## src/rtl/proc_run_controller.sv

```systemverilog
// proc_run_controller: sequences core reset, counts run cycles and flag rises, ends runs on halt pattern or cycle budget
module proc_run_controller #(
  parameter int N_FLAGS      = 1,
  parameter int CNT_W        = 16,
  parameter int RESET_CYCLES = 1,
  parameter int MAX_CYCLES   = 30,
  parameter int HALT_IDX     = 0,
  parameter int HALT_RUN     = 0
) (
  input  logic                     clock,
  input  logic                     reset,
  input  logic                     start,
  input  logic                     abort,
  input  logic [N_FLAGS-1:0]       flags,
  output logic                     core_reset_n,
  output logic                     running,
  output logic                     done,
  output logic                     timeout,
  output logic                     halted,
  output logic [CNT_W-1:0]         cycle_count,
  output logic [N_FLAGS*CNT_W-1:0] rise_count
);
  typedef enum logic [1:0] {IDLE, RST, RUN, DONE} state_t;
  localparam logic [CNT_W-1:0] SAT = '1;
  state_t state, state_nx;
  logic [CNT_W-1:0] rst_cnt, halt_cnt, cyc_nx, halt_nx;
  logic [N_FLAGS-1:0] prev;
  logic [N_FLAGS*CNT_W-1:0] rise_nx;
  logic halt_hit, time_hit, launch;
  always_comb begin
    cyc_nx   = cycle_count == SAT ? cycle_count : cycle_count + 1'b1;
    halt_nx  = !flags[HALT_IDX] ? '0 : halt_cnt == SAT ? halt_cnt : halt_cnt + 1'b1;
    halt_hit = (HALT_RUN != 0) && halt_nx == CNT_W'(HALT_RUN);
    time_hit = cyc_nx == CNT_W'(MAX_CYCLES);
    launch   = start && (state == IDLE || state == DONE);
    rise_nx  = rise_count;
    for (int i = 0; i < N_FLAGS; i++)
      rise_nx[i*CNT_W +: CNT_W] = (flags[i] && !prev[i] && rise_count[i*CNT_W +: CNT_W] != SAT)
                                  ? rise_count[i*CNT_W +: CNT_W] + 1'b1 : rise_count[i*CNT_W +: CNT_W];
    state_nx = state;
    case (state)
      IDLE, DONE: state_nx = launch ? RST : state;
      RST:        state_nx = abort ? IDLE : rst_cnt == CNT_W'(RESET_CYCLES - 1) ? RUN : RST;
      RUN:        state_nx = abort ? IDLE : (halt_hit || time_hit) ? DONE : RUN;
      default:    state_nx = IDLE;
    endcase
  end
  always_ff @(posedge clock) begin
    if (!reset) begin
      state       <= IDLE;
      rst_cnt     <= '0;
      halt_cnt    <= '0;
      prev        <= '0;
      cycle_count <= '0;
      rise_count  <= '0;
      timeout     <= 1'b0;
      halted      <= 1'b0;
    end else begin
      state <= state_nx;
      if (launch) begin
        rst_cnt     <= '0;
        halt_cnt    <= '0;
        prev        <= '0;
        cycle_count <= '0;
        rise_count  <= '0;
        timeout     <= 1'b0;
        halted      <= 1'b0;
      end else if (state == RST) begin
        rst_cnt <= rst_cnt + 1'b1;
      end else if (state == RUN) begin
        // the aborted cycle still counts; only the exit status is suppressed
        cycle_count <= cyc_nx;
        rise_count  <= rise_nx;
        halt_cnt    <= halt_nx;
        prev        <= flags;
        if (!abort) begin
          halted  <= halt_hit;
          timeout <= time_hit && !halt_hit;
        end
      end
    end
  end
  assign core_reset_n = state == RUN;
  assign running      = state == RUN;
  assign done         = state == DONE;
endmodule
```

## config.mk

```make
export PLATFORM = sky130hd
export DESIGN_NAME = proc_run_controller
export DESIGN_NICKNAME = d
export VERILOG_FILES = /design/src/rtl/proc_run_controller.sv
export SDC_FILE = /design/constraint.sdc
export NUM_CORES = 1
export LEC_CHECK = 0
export ABC_AREA = 0
export ABC_CLOCK_PERIOD_IN_PS = 2850
export CORE_MARGIN = 2
export CORE_UTILIZATION = 53
export CTS_CLUSTER_DIAMETER = 150
export DETAILED_ROUTE_END_ITERATION = 10
export PLACE_DENSITY = 0.79
export SETUP_SLACK_MARGIN = 0.1
export SLEW_MARGIN = 20
export SYNTH_ARGS = -nofsm -noshare
export SYNTH_HDL_FRONTEND = slang
export SYNTH_SLANG_ARGS = --single-unit
```

## constraint.sdc

```tcl
create_clock -name clock -period 2.85 [get_ports clock]
set_clock_uncertainty 0.15 [all_clocks]
set_input_delay 0.285 -clock clock [delete_from_list [all_inputs] [get_ports clock]]
set_output_delay 0.285 -clock clock [all_outputs]
set_load 0.02 [all_outputs]
```

# == Yosys cells after proc, flatten, opt, wreduce, memory -nomap -nowiden ==
# Index checks and enable logic that the tools add are counted.
# totals
reg_bits,52
inputBits,5
out_inout_bits,37
elab_cells,38
# classes
add_sub_neg,3
n_eq_ne,7
mux,7
bitwise,3
reduce_logical,12
# ops
operator,count
"16-bit by 1-bit adder with 16-bit output, second input constant",3
"16-bit == test, second input constant",1
"16-bit by 5-bit == test with 1-bit output, second input constant",1
16-bit zero test,1
16-bit 2-to-1 mux,1
"16-bit inequality test, second input constant",1
2-bit 2-to-1 mux,4
2-bit one-hot mux with 3 select lines,1
3-bit AND reduction,2
"2-bit == test, second input constant",2
2-bit OR reduction,2
1-bit logical AND,3
1-bit NOT,3
"2-bit by 1-bit == test with 1-bit output, second input constant",1
2-bit zero test,1
"2-bit inequality test, second input constant",1
2-bit AND reduction,1
1-bit zero test,1
1-bit logical OR,1
1-bit 2-to-1 mux,1

# == Logic depth before layout (Yosys ltp) ==
# logic_depth
depth_word,6
mapped_depth,9
depth_no_buf,8

# == Worst setup path after synthesis ==
# No wires, ideal clock.
# synth_path
path_type,register -> register
from,register cycle_count[0]
to,register timeout
setup_time_ps,87
arrival_ps,2037
t_required_ps,2613
setup_slack_ps,576
path_stages_with_launch,8
n_path_buf,0
synth_period_minus_slack_ps,2274
cell_sequence,dfxtp_1 ha_1 nand3_1 nor4_1 mux2i_1 and4_1 nand4b_1 o31ai_1
# synth_between
elab_chain_len,3
elab_cells_between_ends,4
classes_between,add/sub: 1; eq/ne: 2; mux: 1
# synth_rtl
element,line,rtl
start: declaration,20,"output logic [CNT_W-1:0] cycle_count,"
start signal: assignment,72,cycle_count <= cyc_nx;
16-bit by 1-bit adder with 16-bit output or 16-bit == test (tied branches),31,cyc_nx = cycle_count == SAT ? cycle_count : cycle_count + 1'b1;
16-bit 2-to-1 mux *,31,
16-bit by 5-bit == test with 1-bit output *,34,time_hit = cyc_nx == CNT_W'(MAX_CYCLES);
end signal: assignment,78,timeout <= time_hit && !halt_hit;
end: declaration,18,"output logic timeout,"
# Every way passes the cells marked *; elsewhere a longest branch is shown, timed or not.
# A chain may end at the register's enable or synchronous reset.

# == Worst setup path in the final report ==
# Ends and elaborated chain as after synthesis.

==> metrics <==
Placeable Area about 4800 um2; Die Width ~75 um; Post-Route WL around 5600 um; Starting Density roughly 56%; Pleak between 1 and 1.5 nW; CP startpoint kind flip-flop; GPL Wtd Cong roughly 0.83; outcome finished clean; Hold/Removal Path Class flip-flop to flip-flop; CP bufs+invs 0; vias in the first global route around 2,100; FFs w/ async S/R, synth 0%; 1st-pass router iterations 4; antenna-violating nets left 0; Max clock buf depth 2; Seq/Total Area, Yosys between 30 and 40%; All-Layer GR Usage a little over a fifth; Tot Pwr about 0.0012 W; most frequent cells in the layout dfxtp_1 (52), nor2_1 (50), clkdlybuf4s50_1 (40); Final Hold Viols 0; yosys warns 0; ant diodes 0; die area 5642 um2; Reg clk slew, reported paths approximately 90 ps; max cap viols 0; # nets final between 300 and 400; vias per inst 5.494; Fillers approximately 410; Post-synth top flop dfxtp_1; RSZ-0062 raised after global routing false; Mapped Area roughly 2700 um2; CTS Hold Bufs 0; TNS Setup 0 ps; dpl cells just over 400; post_cts resized 0; vias between 2,000 and 2,500; Critical Path RT roughly 2900 ps; DRT iter0 DRCs ~110; DP HPWL roughly 4000 um; slowest stage delay, CP ~450 ps; chip height ~75 um; Worst Setup End Kind flip-flop; Avg Synthesized Cell Area between 8 and 9 um2; I/O Buffers 40; largest net degree at the start of global routing 40; post-route DRC violation count 0; f_max around 0.42 GHz; Crit Path Max Fanout 7; H-Tree Depth 2; Post-Route Utilization between 60% and 70%; Arrival @ worst endpoint between 2000 and 2500 ps; Hold WS roughly 350 ps; syn nets 331; first-pass GRT wire length between 9000 and 10,000 um; Final Max Slew Viols 0; Pwr per Cell Area 373.5 nW/um2; routed len/inst approximately 13 um; postcts setup bufs 0; Clock Sinks 52; Final min period ~2400 ps; root buffer cell clkbuf_8; VDD IR-drop max approximately 230 uV; Clock Latency Late Sink around 300 ps; Finished Layout Cells between 400 and 500; Yosys reg bits 52; num rows 25; Mapped Cells ~320; grt ovf 0; number of CTS-inserted buffers 5; CTS tree built; crit share post-route 84.06%; Distinct cells, synth 49; initial antenna violation count 0; commonest non-fill, non-tap cell in the layout dfxtp_1; share of cells above drive strength 1 5.367%; crit path cell chain ha_1 -> nand3_1 -> nor4_1 -> mux2i_1 -> and4_1 -> nand4b_1 -> o31ai_1; Post-synth EDFFs 0; I/O pin cnt 42; slowest CP cell dfxtp_1; Setup CP Type flip-flop to flip-flop; cell family with most CP delay simple AND/OR/NAND/NOR gates; area grow syn2layout 19.65%; final setup fails 0
[power by group]
group          switching [W]  leakage, nW   total, W  internal (W)
registers         0.00000419        0.419   0.000733      0.000729
logic              0.0000395        0.612  0.0000636     0.0000241
clock network       0.000233       0.0410   0.000401      0.000168
[path summary, 6_finish.rpt]
kind	depth (start not counted)	slack, ps	start	endpoint
max	7	450	cycle_count[0]$_SDFFE_PP0P_	timeout$_SDFFE_PP0P_
min	2	350	timeout$_SDFFE_PP0P_	timeout$_SDFFE_PP0P_
max reg2reg	7	450	cycle_count[0]$_SDFFE_PP0P_	timeout$_SDFFE_PP0P_
min reg2reg	2	350	timeout$_SDFFE_PP0P_	timeout$_SDFFE_PP0P_
[cells in the mapped netlist, drive strengths merged, types with 2 or more instances]
master   n  area, um2
nor3     7      40.04
dfxtp   52       1041
buf      5      36.28
nor4     6      43.79
and2     2      12.51
nand2b   3      18.77
xor2    23      201.4
nand4   13      87.58
and4     7      62.56
a21oi   11      55.05
o21ai   11      66.31
clkbuf  11      41.29
and3     7      43.79
xnor2   14      122.6
or3      8      51.30
mux2i    7      70.07
nand3   17      97.60
nor2b    2      12.51
nand2   27      101.4
inv     11      41.29
nor2    51      207.7
a311oi   2      17.52
ha       7      87.58
[flip-flops by register name, indices dropped and copies added, names as in the netlist]
signal and cells:
prev 1, rise_count 16, cycle_count 16, rst_cnt 16, state 2, timeout 1
[kinds of logic (layout without fill, tap and decap cells)]
family                   count (synthesis)  count (layout)  synth area share [%]
AO/OA/AOI/OAI                           33              33                 7.844
buffers and inverters                   27              62                 4.435
multiplexers                             7               7                 2.614
XOR/XNOR                                37              37                 12.09
flip-flops                              52              52                 38.84
AND/OR/NAND/NOR                        155             155                 30.77
adder cells (fa/ha/maj)                  7               7                 3.268
other                                    1               1                0.1399
[per-stage QoR]
step                instance area, um2  worst slack, ps
finish                            3207            454.3
global route                      3207            221.6
CTS                               3207            464.4
detailed placement                3129            517.2
global placement                  3129            618.2
floorplan                         2680            575.6
[cell type report]
class / instances / area (um2) / area share [%]
Clock inverter: 1 / 5.005 / 0.1561
Inverter: 11 / 41.29 / 1.288
Tap cell: 67 / 83.83 / 2.614
Sequential cell: 52 / 1041 / 32.46
Clock buffer: 6 / 72.57 / 2.263
Multi-Input combinational cell: 240 / 1520 / 47.41
Timing Repair Buffer: 44 / 442.9 / 13.81
[worst reg2reg max path, cell delays in order, from the launching register on]
cell and delay (ps):
dfxtp_1 450, ha_1 260, nand3_1 210, nor4_1 420, mux2i_1 220, and4_1 200, nand4b_1 140, o31ai_1 260
[metal layers]
metal  vias to the layer above  routed length [um]  GRT usage [%]
li1                       1165                   -              -
met1                      1081                2616          29.06
met2                        60                2586          33.04
met3                         7                 267          3.748
met4                         0                  87          7.341
met5                         -                   0              0
Power figures use the tool's default switching activity.
